--- src/rtl/mips_pkg.sv ---
// Shared definitions for the MIPS32 program loader: FSM states, word width,
// HALT opcode and frame layout constants.
package mips_pkg;

    localparam int WORD_W = 32;
    localparam logic [5:0] HALT_OP = 6'h3f;

    // Frame = 2 header bytes (big-endian word count), 4*N payload bytes, 1 checksum byte.
    localparam int HDR_LEN = 2;
    localparam int CHK_LEN = 1;

    typedef enum logic [2:0] {
        ST_IDLE,
        ST_HDR0,
        ST_HDR1,
        ST_WORD,
        ST_CHK,
        ST_RELEASE,
        ST_FAIL
    } state_t;

    function automatic int frame_bytes(input int n_words);
        return HDR_LEN + 4 * n_words + CHK_LEN;
    endfunction

endpackage

--- src/rtl/prog_word_assembler.sv ---
// Collects payload bytes MSB-first into a 32-bit word and emits a registered
// one-cycle memory write when the fourth byte of a word arrives.
module prog_word_assembler
    import mips_pkg::*;
#(
    parameter int ADDR_W = 10
) (
    input  logic              clk,
    input  logic              rst_n,
    input  logic              shift,
    input  logic [7:0]        byte_in,
    input  logic [1:0]        byte_cnt,
    input  logic              word_ready,
    input  logic [ADDR_W-1:0] word_addr,
    output logic              mem_we,
    output logic [ADDR_W-1:0] mem_addr,
    output logic [WORD_W-1:0] mem_wdata
);

    logic [WORD_W-1:0] shreg;

    always_ff @(posedge clk or negedge rst_n) begin
        if (!rst_n) begin
            shreg     <= '0;
            mem_we    <= 1'b0;
            mem_addr  <= '0;
            mem_wdata <= '0;
        end else begin
            mem_we <= 1'b0;
            if (shift) begin
                // The first byte of each word starts from a clean register.
                shreg <= (byte_cnt == 2'd0) ? {{(WORD_W-8){1'b0}}, byte_in}
                                            : {shreg[WORD_W-9:0], byte_in};
            end
            if (word_ready) begin
                mem_we    <= 1'b1;
                mem_addr  <= word_addr;
                mem_wdata <= {shreg[WORD_W-9:0], byte_in};
            end
        end
    end

endmodule

--- src/rtl/mips_prog_loader.sv ---
// Framed byte-stream program loader: writes instruction words into core memory,
// holds the core halted while loading and releases it after a good checksum.
module mips_prog_loader
    import mips_pkg::*;
#(
    parameter int ADDR_W    = 10,
    parameter int MAX_WORDS = 1024
) (
    input  logic              clk,
    input  logic              rst_n,
    input  logic              start,
    input  logic [7:0]        in_data,
    input  logic              in_valid,
    output logic              in_ready,
    output logic              mem_we,
    output logic [ADDR_W-1:0] mem_addr,
    output logic [WORD_W-1:0] mem_wdata,
    output logic              core_hold,
    output logic              core_release,
    output logic              busy,
    output logic              done,
    output logic              err
);

    state_t      state;
    logic [7:0]  count_hi;
    logic [15:0] count_n;
    logic [15:0] word_idx;
    logic [1:0]  byte_idx;
    logic [7:0]  chk;

    logic        accept;
    logic        shift;
    logic        word_ready;
    logic [15:0] hdr_n;

    assign accept     = in_valid && in_ready;
    assign shift      = accept && (state == ST_WORD);
    assign word_ready = shift && (byte_idx == 2'd3);
    assign hdr_n      = {count_hi, in_data};

    always_ff @(posedge clk or negedge rst_n) begin
        if (!rst_n) begin
            state        <= ST_IDLE;
            in_ready     <= 1'b0;
            core_hold    <= 1'b1;
            core_release <= 1'b0;
            busy         <= 1'b0;
            done         <= 1'b0;
            err          <= 1'b0;
            count_hi     <= '0;
            count_n      <= '0;
            word_idx     <= '0;
            byte_idx     <= '0;
            chk          <= '0;
        end else begin
            // NOTE: every register here uses <= so all updates see the pre-edge
            // values; blocking assignments would make the order of statements matter.
            core_release <= 1'b0;
            case (state)
                ST_IDLE: begin
                    if (start) begin
                        state     <= ST_HDR0;
                        in_ready  <= 1'b1;
                        busy      <= 1'b1;
                        core_hold <= 1'b1;
                        done      <= 1'b0;
                        err       <= 1'b0;
                        chk       <= '0;
                        byte_idx  <= '0;
                        word_idx  <= '0;
                    end
                end
                ST_HDR0: begin
                    if (accept) begin
                        count_hi <= in_data;
                        state    <= ST_HDR1;
                    end
                end
                ST_HDR1: begin
                    if (accept) begin
                        count_n <= hdr_n;
                        if (hdr_n == 16'd0 || 32'(hdr_n) > MAX_WORDS) begin
                            state    <= ST_FAIL;
                            err      <= 1'b1;
                            busy     <= 1'b0;
                            in_ready <= 1'b0;
                        end else begin
                            state <= ST_WORD;
                        end
                    end
                end
                ST_WORD: begin
                    if (accept) begin
                        chk      <= chk ^ in_data;
                        byte_idx <= byte_idx + 2'd1;
                        if (byte_idx == 2'd3) begin
                            word_idx <= word_idx + 16'd1;
                            if (word_idx == count_n - 16'd1) state <= ST_CHK;
                        end
                    end
                end
                ST_CHK: begin
                    if (accept) begin
                        in_ready <= 1'b0;
                        busy     <= 1'b0;
                        if (in_data == chk) begin
                            state        <= ST_RELEASE;
                            core_release <= 1'b1;
                            core_hold    <= 1'b0;
                            done         <= 1'b1;
                        end else begin
                            // Core stays halted until a later load succeeds.
                            state <= ST_FAIL;
                            err   <= 1'b1;
                        end
                    end
                end
                ST_RELEASE: state <= ST_IDLE;
                ST_FAIL:    state <= ST_IDLE;
                default:    state <= ST_IDLE;
            endcase
        end
    end

    prog_word_assembler #(.ADDR_W(ADDR_W)) u_asm (
        .clk        (clk),
        .rst_n      (rst_n),
        .shift      (shift),
        .byte_in    (in_data),
        .byte_cnt   (byte_idx),
        .word_ready (word_ready),
        .word_addr  (word_idx[ADDR_W-1:0]),
        .mem_we     (mem_we),
        .mem_addr   (mem_addr),
        .mem_wdata  (mem_wdata)
    );

endmodule

--- config.mk ---
export PLATFORM = sky130hd
export DESIGN_NAME = mips_prog_loader
export DESIGN_NICKNAME = d
export VERILOG_FILES = /design/src/rtl/mips_pkg.sv /design/src/rtl/prog_word_assembler.sv /design/src/rtl/mips_prog_loader.sv
export SDC_FILE = /design/constraint.sdc
export NUM_CORES = 1
export LEC_CHECK = 0
export BUFFER_PORTS_ARGS = -buffer_cell sky130_fd_sc_hd__buf_2
export CAP_MARGIN = 20
export CORE_MARGIN = 3
export CORE_UTILIZATION = 55
export DETAILED_ROUTE_END_ITERATION = 12
export GPL_ROUTABILITY_DRIVEN = 0
export GPL_TIMING_DRIVEN = 0
export PLACE_DENSITY = 0.81
export REMOVE_ABC_BUFFERS = 1
export SETUP_SLACK_MARGIN = 0.05
export SYNTH_ARGS = -nofsm -noshare
export SYNTH_HDL_FRONTEND = slang
export SYNTH_SLANG_ARGS = --single-unit
--- constraint.sdc ---
create_clock -name clk -period 2.6 [get_ports clk]
set_input_delay 0.13 -clock clk [delete_from_list [all_inputs] [get_ports clk]]
set_output_delay 0.13 -clock clk [all_outputs]
set_load 0.005 [all_outputs]
# Word-level counts from Yosys, hierarchy flattened
# Index checks and enable logic that the tools add are counted.
[classes]
add_sub_neg = 3
n_lt_le_gt_ge = 1
eq_ne = 17
mux = 42
bitwise_logic = 1
n_reduce_logical = 18
[ops]
columns = ["op", "count"]
rows = [
  ["2-to-1 mux 16 bit", 3],
  ["case mux 16 bit (2 select lines)", 1],
  ["2-to-1 mux 24 bit", 1],
  ["2-to-1 mux 3 bit", 8],
  ["2-to-1 mux 1 bit", 17],
  ["adder 16 x 1 -> 16 bit (second input constant)", 1],
  ["== test 16 bit", 1],
  ["greater-than comparator 16 x 11 -> 1 bit (second input constant)", 1],
  ["zero test 16 bit", 1],
  ["2-to-1 mux 8 bit", 2],
  ["inequality test 2 bit (second input constant)", 8],
  ["case mux 8 bit (2 select lines)", 1],
  ["subtractor 16 x 1 -> 16 bit (second input constant)", 1],
  ["case mux 3 bit (5 select lines)", 1],
  ["== test 8 bit", 1],
  ["AND reduction 4 bit", 2],
  ["XOR 8 bit", 1],
  ["AND reduction 7 bit", 1],
  ["== test 3 x 2 -> 1 bit (second input constant)", 2],
  ["2-to-1 mux 2 bit", 3],
  ["case mux 1 bit (3 select lines)", 2],
  ["AND reduction 6 bit", 1],
  ["AND reduction 5 bit", 1],
  ["inequality test 2 x 1 -> 1 bit (second input constant)", 2],
  ["14 further kinds", 19],
]
[word_totals]
reg_bits = 125
inputBits = 12
elab_cells = 97

# Depth between registers and ports, before layout
# Gate-level depths: netlist (run 1).
[logic_depth]
word_depth = 6
mapped_depth = 10
mapped_depth_nobuf = 9

# Cells and area by module
# Synthesis (run 1) repeated with hierarchy kept, for this count alone.
[hier_totals]
cells_unflattened = 513
area_unflattened_um2 = 6072.1
[by_module_without_submodules]
columns = ["mod", "instances", "cells_each", "area_per_inst_um2", "seq_area_each_um2"]
rows = [
  ["mips_prog_loader", 1, 337, 3337.0, 1452.6],
  ["prog_word_assembler", 1, 176, 2735.1, 1676.6],
]

# Least setup slack after synthesis (run 1)
# No wires, ideal clock.
[synth_timing]
path_type = "register to register"
start = "reg count_n[0]"
end = "reg state[0]"
arrival_ps = 2053
required_ps = 2469
slack_ps = 416
stages_incl_launch_ff = 10
synth_period_minus_slack_ps = 2184
path_cell_list = "dfrtp_1 inv_1 ha_1 nor3b_1 o211ai_1 a211oi_1 nand4_1 nor4_2 a31oi_1 or3_1"
[synth_via]
elab_chain_len = 4
[synth_rtl]
columns = ["item", "line_no", "source"]
rows = [
  ["start, declared", "mips_prog_loader.sv:27", "logic [15:0] count_n;"],
  ["start signal, assigned", "mips_prog_loader.sv:82", "count_n <= hdr_n;"],
  ["subtractor 16 x 1 -> 16 bit", "mips_prog_loader.sv:99", "if (word_idx == count_n - 16'd1) state <= ST_CHK;"],
  ["== test 16 bit", "mips_prog_loader.sv:99", ""],
  ["inequality test 2 x 1 -> 1 bit (no source line)", "--", ""],
  ["AND reduction 7 bit (no source line)", "--", ""],
  ["end signal, assigned", "mips_prog_loader.sv:99", ""],
  ["end signal, assigned", "mips_prog_loader.sv:108", "state <= ST_RELEASE;"],
  ["end signal, assigned", "mips_prog_loader.sv:114", "state <= ST_FAIL;"],
  ["end, declared", "mips_prog_loader.sv:25", "state_t state;"],
]
# Every way passes these cells.
# A chain may end at the register's enable or synchronous reset.

# Final worst setup path (run 1)
[layout_timing]
start = "reg state[2]"
end = "reg word_idx[6]"
[layout_via]
elab_chain_len = 3
[layout_rtl]
columns = ["item", "line_no", "source"]
rows = [
  ["start signal, assigned", "mips_prog_loader.sv:44", "state <= ST_IDLE;"],
  ["start signal, assigned", "mips_prog_loader.sv:63", "state <= ST_HDR0;"],
  ["start signal, assigned", "mips_prog_loader.sv:77", "state <= ST_HDR1;"],
  ["== test 3 x 2 -> 1 bit or zero test 3 bit (tied branches)", "mips_prog_loader.sv:60", "case (state)"],
  ["inequality test 2 x 1 -> 1 bit (no source line), or another cell as far along", "--", ""],
  ["AND reduction 4 bit (no source line)", "--", ""],
  ["end signal, assigned", "mips_prog_loader.sv:98", "word_idx <= word_idx + 16'd1;"],
  ["end, declared", "mips_prog_loader.sv:28", "logic [15:0] word_idx;"],
]
# Several ways; a longest one is shown, not always the timed one.

==> summary.md, run 1 <==
| Metric | Value |
|---|---|
| Outcome | `finished clean` |
| Worst-Skew Late Latency | `520 ps` |
| Crit Path Max Fanout | `46` |
| Clock Path Buffers | `2` |
| DRT Wirelength | `~14000 um` |
| Hold Path Depth | `4` |
| Clk slew on worst S/H paths | `60 ps` |
| Max VDD drop | `between 600 and 700 uV` |
| Die width | `between 100 and 150 um` |
| Worst hold path endpoint | `byte_idx[0]` |
| Worst slew pin tran | `about 910 ps` |
| Initial DRC count | `between 400 and 500` |
| Tot GR Track Use | `around 25%` |
| Final Hold Viols | `0` |
| WL met1 | `~5700 um` |
| CP Capture Type | `flop` |
| First drt pass iteration count | `8` |
| FF-to-FF path depth | `8` |
| Synthesized flop and latch total | `between 100 and 150` |
| Post-route setup slack | `~200 ps` |
| Delay-heaviest family, CP | `simple AND/OR/NAND/NOR gates` |
| Max_slew headroom | `39.1%` |
| First-pass GRT wire length | `22700 um` |
| Reg2reg setup slack | `roughly 200 ps` |
| Htree depth | `4` |
| Vias in the first global route | `approximately 4700` |
| Met2 Wirelength | `6820 um` |
| Number of buffers created by CTS | `17` |
| Final Cell Area | `roughly 7000 um2` |
| Drt via density | `roughly 5.7` |
| RSZ-0062 raised after global routing | `true` |
| Layout area overhead | `20.9%` |
| Port buffer count | `60` |
| Root buf cell | `clkbuf_8` |
| Synth Instances | `between 600 and 700` |
| Post-synthesis sequential area ratio | `between 50% and 60%` |
| CORE AREA | `10000 um2` |
| Initial antenna violation count | `0` |
| WL/cell | `16.5 um` |
| Setup TNS | `0 ps` |
| CP arrival | `about 2800 ps` |
| Largest net degree at the start of global routing | `just under 90` |
| Final nets | `between 700 and 800` |
| Worst hold path class | `input pin to flop` |
| Antenna viol nets, final | `0` |
| Post-Syn Area | `5790 um2` |
| Vias | `4738` |
| Placed cell area | `roughly 6000 um2` |
| Worst path cell trace | `nor2_2 -> nand2_2 -> nor2_4 -> nand2_8 -> clkinvlp_4 -> buf_16 -> nand4_1 -> o21ai_0` |
| Number of diodes | `0` |
| Hold WS | `between 70 and 80 ps` |
| Crit-path slowest cell | `dfrtp_1` |
| Final setup viols | `0` |
| PD cells | `between 1000 and 1500 nW/um2` |
| Post-Layout Cell Count | `approximately 830` |
| CTS tree | `yes` |
| I/O pin total | `about 60` |
| DP HPWL | `between 8000 and 9000 um` |
| Starting Density | `a little under 60%` |
| Setup Skew | `9.19 ps` |
| Final cycle utilization of the critical path | `roughly 90%` |
| Most frequent cells in the layout | `nand2_1, dfrtp_1, buf_2` |
| Die area | `11800 um2` |
| Post-Place Cells | `just under 800` |
| Global route total overflow | `0` |
| Syn avg cell area | `approximately 9.3 um2` |
| Number of flops mapped to enable cells by yosys | `0` |
| Post-synth top flop | `dfrtp_1` |
| Async set-reset flop share out of synthesis | `100%` |
| Worst flop-to-flop path startpoint | `state[2]` |
| Pre-CTS setup slack | `-942 ps` |
| Chip Height | `109 um` |
| Top sig layer | `met4` |
| FP Rows | `36` |
| FF-to-FF End | `word_idx[6]` |
| Setup CP Type | `flop to flop` |
| Final Slew Violations | `0` |
| Fraction of layout cells with a size suffix above 1 | `21.3%` |
| # DRC | `0` |
| Synth cell types | `51` |
| Launch point of the worst path | `state[2]` |
| Commonest non-fill, non-tap cell in the layout | `nand2_1` |
| Required @ worst endpoint | `between 3000 and 4000 ps` |
| Leakage power | `~3.4 nW` |
| Syn. warnings | `0` |
| Crit path buf inv count | `2` |
| Worst setup SP type | `flop` |
| Max cap viols | `0` |
| FMAX | `approximately 420 MHz` |
| HP Start | `start` |
| Met3 WL | `just under 900 um` |
| Tmin final | `approximately 2400 ps` |
| CTS Sinks | `around 130` |
| Max incr delay on CP | `580 ps` |
[report_power, final]
part	total (W)	switching (W)	internal (W)
Sequential	0.00307	0.000585	0.00248
Combinational	0.00210	0.00115	0.000956
Clock	0.00227	0.000882	0.00139
Total	0.00744	0.00261	0.00483
[stage by stage]
step / util (%) / total power (W)
3_3_place_gp: 61.1 / 0.00475
5_1_grt: 69.9 / 0.00786
4_1_cts: 68.8 / 0.00728
6_report: 69.9 / 0.00744
2_1_floorplan: - / 0.00426
3_5_place_dp: 61.8 / 0.00491
[per-layer routing]
layer	global-route usage, %	vias up
met1	31.6	2272
met4	11.4	0
li1	-	2210
met5	0	-
met2	40.9	220
met3	4.66	36
[area by class of cell]
cell class,count,area [um2]
fill,694,3010
sequential,125,3130
tap,133,166
clock buffer,18,428
clock inverter,14,144
multi-input combinational,454,2560
inverter,10,41.3
timing repair buffer,78,524
[logic make-up (layout without fill, tap and decap cells)]
| group | count (synthesis) | in the layout | share of synthesized area (%) |
|---|---|---|---|
| flip-flops | 125 | 125 | 54.1 |
| AND/OR/NAND/NOR | 314 | 314 | 24.2 |
| XOR/XNOR | 36 | 36 | 5.45 |
| adder cells (fa/ha/maj) | 4 | 4 | 0.865 |
| buffers and inverters | 42 | 120 | 3.16 |
| AO/OA/AOI/OAI | 76 | 76 | 7.59 |
| multiplexers | 24 | 24 | 4.65 |
[flip-flops by register name, summed over array words and instances, names as in the netlist, 2 cells and up]
signal,cells
count_hi,8
u_asm.mem_wdata,32
u_asm.mem_addr,10
u_asm.shreg,24
chk,8
state,3
word_idx,16
byte_idx,2
count_n,16
[what timing repair did]
action / in CTS / in global routing
pin swaps: 0 / 3
cloned: 0 / 0
endpoints found under the setup margin: 51 / 60
hold buffers: 9 / 0
setup buffers: 1 / 4
gates resized for setup: 6 / 11
hold endpoints to repair: 151 / 0
[worst max-delay path by stage]
stage	end	slack, ps	cells past startpoint
2_1_floorplan	word_idx[6]	-590	7
3_3_place_gp	word_idx[6]	-1810	7
3_5_place_dp	word_idx[6]	-940	8
4_1_cts	state[0]	60	9
5_1_grt	word_idx[6]	40	8
6_report	word_idx[6]	200	8
[worst register-to-register path: cells and delay by family (launching register included)]
| kind | cells | cell delay [ps] |
|---|---|---|
| and+or+nand+nor | 5 | 1180 |
| buffers and inverters | 2 | 420 |
| AOI/OAI and AO/OA | 1 | 150 |
| DFF | 1 | 580 |
[Yosys cell counts, types with 2 or more instances]
master,count,share of area [%]
nand4_1,9,0.97
nor4_1,9,0.97
o31ai_1,2,0.26
or3_1,3,0.32
a21oi_1,4,0.35
nor2_1,33,2.1
xor2_1,15,2.3
nor3_1,4,0.35
xnor2_1,21,3.2
nor3b_1,2,0.26
a31oi_1,6,0.65
nand2b_1,16,1.7
o21ai_0,49,4.2
buf_4,2,0.26
nor2_2,2,0.22
o211ai_1,2,0.26
or2_2,2,0.22
nand2_1,198,13
o22ai_1,2,0.22
nand3_1,16,1.4
mux2_2,23,4.5
inv_1,10,0.65
dfrtp_1,124,54
clkbuf_1,21,1.4
and3_1,9,0.97
buf_2,8,0.69
ha_1,4,0.87
a21o_1,2,0.26
Note: power is estimated with default switching activity, not from simulation.
==> run 2, diff against run 1 <==
--- a/config.mk
+++ b/config.mk
@@ -9,6 +9,7 @@
 export CAP_MARGIN = 20
 export CORE_MARGIN = 3
 export CORE_UTILIZATION = 55
+export CTS_BUF_LIST = sky130_fd_sc_hd__clkbuf_4 sky130_fd_sc_hd__clkbuf_8
 export DETAILED_ROUTE_END_ITERATION = 12
 export GPL_ROUTABILITY_DRIVEN = 0
 export GPL_TIMING_DRIVEN = 0
==> run 2 against run 1 <==
Effect of this change: first-iteration DRC count down 8.6%; clock skew shrank 1.4 ps; cell count is 0.60% lower; count of clock-buffer cells in the layout did not move; sequential power about the same; via count decreased by 3.1%; core utilization decreased by 2.4 points; clock power is 26% lower; critical endpoint is now state[0]; largest cell class unchanged.
==> summary.md, run 2 (synthesis gave the netlist of run 1 again) <==
| Metric | Value |
|---|---|
| Max cap viols | `0 (unchanged)` |
| FMAX | `414 MHz (-0.71%)` |
| First-pass GRT wire length | `21800 um (-3.6%)` |
| Multi-input gate area | `2550 um2 (-0.29%)` |
| Reg2reg setup slack | `180 ps (-20 ps)` |
| Setup CP Type | `flop to flop` |
| Fraction of layout cells with a size suffix above 1 | `21.0% (-0.28 points)` |
| Die area | `11800 um2 (unchanged)` |
| Number of diodes | `0 (unchanged)` |
| Final cycle utilization of the critical path | `92.9% (+0.66 points)` |
| Max reg flops | `32 (unchanged)` |
| PD cells | `1000 nW/um2 (-5.6%)` |
| Starting Density | `57.9% (unchanged)` |
| Chip Height | `109 um (unchanged)` |
| HP Start | `in_data[0]` |
| Clock Path Buffers | `2 (unchanged)` |
| Number of buffers created by CTS | `17 (unchanged)` |
| Outcome | `finished clean` |
| Antenna viol nets, final | `0 (unchanged)` |
| Hold Path Depth | `3 (-1)` |
| CP arrival | `2730 ps (-100 ps)` |
| FF-to-FF path depth | `8 (unchanged)` |
| Largest net degree at the start of global routing | `89 (unchanged)` |
| # DRC | `0 (unchanged)` |
| Setup Skew | `7.82 ps (-1.37 ps)` |
| Worst setup SP type | `flop` |
| Final setup viols | `0 (unchanged)` |
| Clk slew on worst S/H paths | `80 ps (+20 ps)` |
| Max_slew headroom | `39.0% (-0.058 points)` |
| FP Rows | `36 (unchanged)` |
| Most frequent cells in the layout | `nand2_1, dfrtp_1, buf_2` |
| Pre-CTS setup slack | `-942 ps (unchanged)` |
| Layout area overhead | `16.7%` |
| Final Slew Violations | `0 (unchanged)` |
| Final Cell Area | `6750 um2 (-3.4%)` |
| Worst slew pin tran | `907 ps (+0.865 ps)` |
| Final nets | `697 (-0.71%)` |
| CTS tree | `yes` |
| Post-route setup slack | `184 ps (-17.1 ps)` |
| I/O pin total | `61 (unchanged)` |
| Setup TNS | `0 ps (unchanged)` |
| CORE AREA | `10000 um2 (unchanged)` |
| Drt via density | `5.55 (-2.5%)` |
| DRT Wirelength | `13000 um (-5.4%)` |
| Finished Core Util | `67.5% (-2.4 points)` |
| Top reg by flops | `u_asm.mem_wdata` |
| Worst-Skew Late Latency | `430 ps (-90 ps)` |
| CTS Sinks | `125 (unchanged)` |
| Htree depth | `4 (unchanged)` |
| Crit Path Max Fanout | `8 (-83%)` |
| Worst flop-to-flop path startpoint | `count_n[2]` |
| Initial antenna violation count | `0 (unchanged)` |
| Area occupied by registers | `3130 um2 (about the same)` |
| Worst hold path class | `input pin to flop` |
| Global route total overflow | `0 (unchanged)` |
| Vias in the first global route | `4585 (-1.7%)` |
| Required @ worst endpoint | `2910 ps (-120 ps)` |
| Leakage power | `3.33 nW (-3.0%)` |
| Placed cell area | `6180 um2 (unchanged)` |
| Port buffer count | `60 (unchanged)` |
| Initial DRC count | `372 (-8.6%)` |
| Root buf cell | `clkbuf_8` |
| Largest regs | `u_asm.mem_wdata: 32 flops, u_asm.shreg: 24 flops` |
| Commonest non-fill, non-tap cell in the layout | `nand2_1` |
| Max VDD drop | `580 uV (-13%)` |
| # fillers | `748 (+7.8%)` |
| Final Hold Viols | `0 (unchanged)` |
| CP Capture Type | `flop` |
| RSZ-0062 raised after global routing | `false` |
| DP HPWL | `8480 um (unchanged)` |
| Tmin final | `2420 ps (+17.1 ps)` |
| FF-to-FF End | `state[0]` |
| Tot GR Track Use | `23.6% (-1.1 points)` |
| WL/cell | `15.7 um (-4.8%)` |
| First drt pass iteration count | `5 (-3)` |
| Worst hold path endpoint | `u_asm.mem_wdata[0]` |
| Vias | `4592 (-3.1%)` |
| Die width | `109 um (unchanged)` |
## run 2: cell count changes in the layout (fill, tap and decap cells not counted)
cell and change:
clkbuf_16 -16, clkbuf_8 +16, dfrtp_1 +2, dfrtp_2 -2, dlygate4sd3_1 -5, o311ai_1 +1, o311ai_2 -1
## run 2: report_power, final
| group | internal (W) | switching (W) | leakage [nW] |
|---|---|---|---|
| sequential | 0.00248 | 0.000574 | 1.66 |
| clock | 0.000875 | 0.000811 | 0.187 |
| combinational | 0.000945 | 0.00110 | 1.48 |
## run 2: metal layers
| metal | up-vias | global-route usage (%) | share of wire, % |
|---|---|---|---|
| met2 | 171 | 38.3 | 48 |
| met1 | 2186 | 31.3 | 44 |
| met4 | 0 | 10.2 | 2.5 |
| met3 | 35 | 4.24 | 5.6 |
| li1 | 2200 | - | - |
| met5 | - | 0 | 0 |
## run 2: worst max path at each step
stage / startpoint / end / depth (start not counted)
4_1_cts: count_n[0] / state[0] / 9
5_1_grt: count_n[2] / state[0] / 8
3_3_place_gp: state[2] / word_idx[6] / 7
2_1_floorplan: state[2] / word_idx[6] / 7
6_report: count_n[2] / state[0] / 8
3_5_place_dp: state[2] / word_idx[6] / 8
## run 2: what timing repair did
| action | 4_1_cts | 5_1_grt |
|---|---|---|
| endpoints found under the hold margin | 40 | 0 |
| hold buffers | 4 | 0 |
| resized for setup | 6 | 8 |
| pin swaps | 0 | 2 |
| setup endpoints to repair | 51 | 40 |
| buffers inserted | 1 | 4 |
## run 2: through the flow
stage | hold slack, ps | std cells | total power, W
finish | 16.1 | 827 | 0.00678
global route | 30.5 | 827 | 0.00719
CTS | 8.48 | 822 | 0.00665
detailed placement | 51.0 | 785 | 0.00491
global placement | 434 | 782 | 0.00475
floorplan | -166 | 589 | 0.00426
## run 2: critical path, cell delays in order (launching register included)
cell and delay [ps]:
dfrtp_1 540, nor4_4 80, buf_4 170, and4b_1 220, or3_1 380, o2bb2ai_1 160
nor4_2 200, a31oi_1 170, or3_1 380
## run 2: area by class of cell
type / count / area share (%)
clock inverter: 14 / 2.13
inverter: 10 / 0.611
timing repair buffer: 73 / 7.02
multi-input combinational: 454 / 37.8
clock buffer: 18 / 3.67
sequential: 125 / 46.3
tap: 133 / 2.46
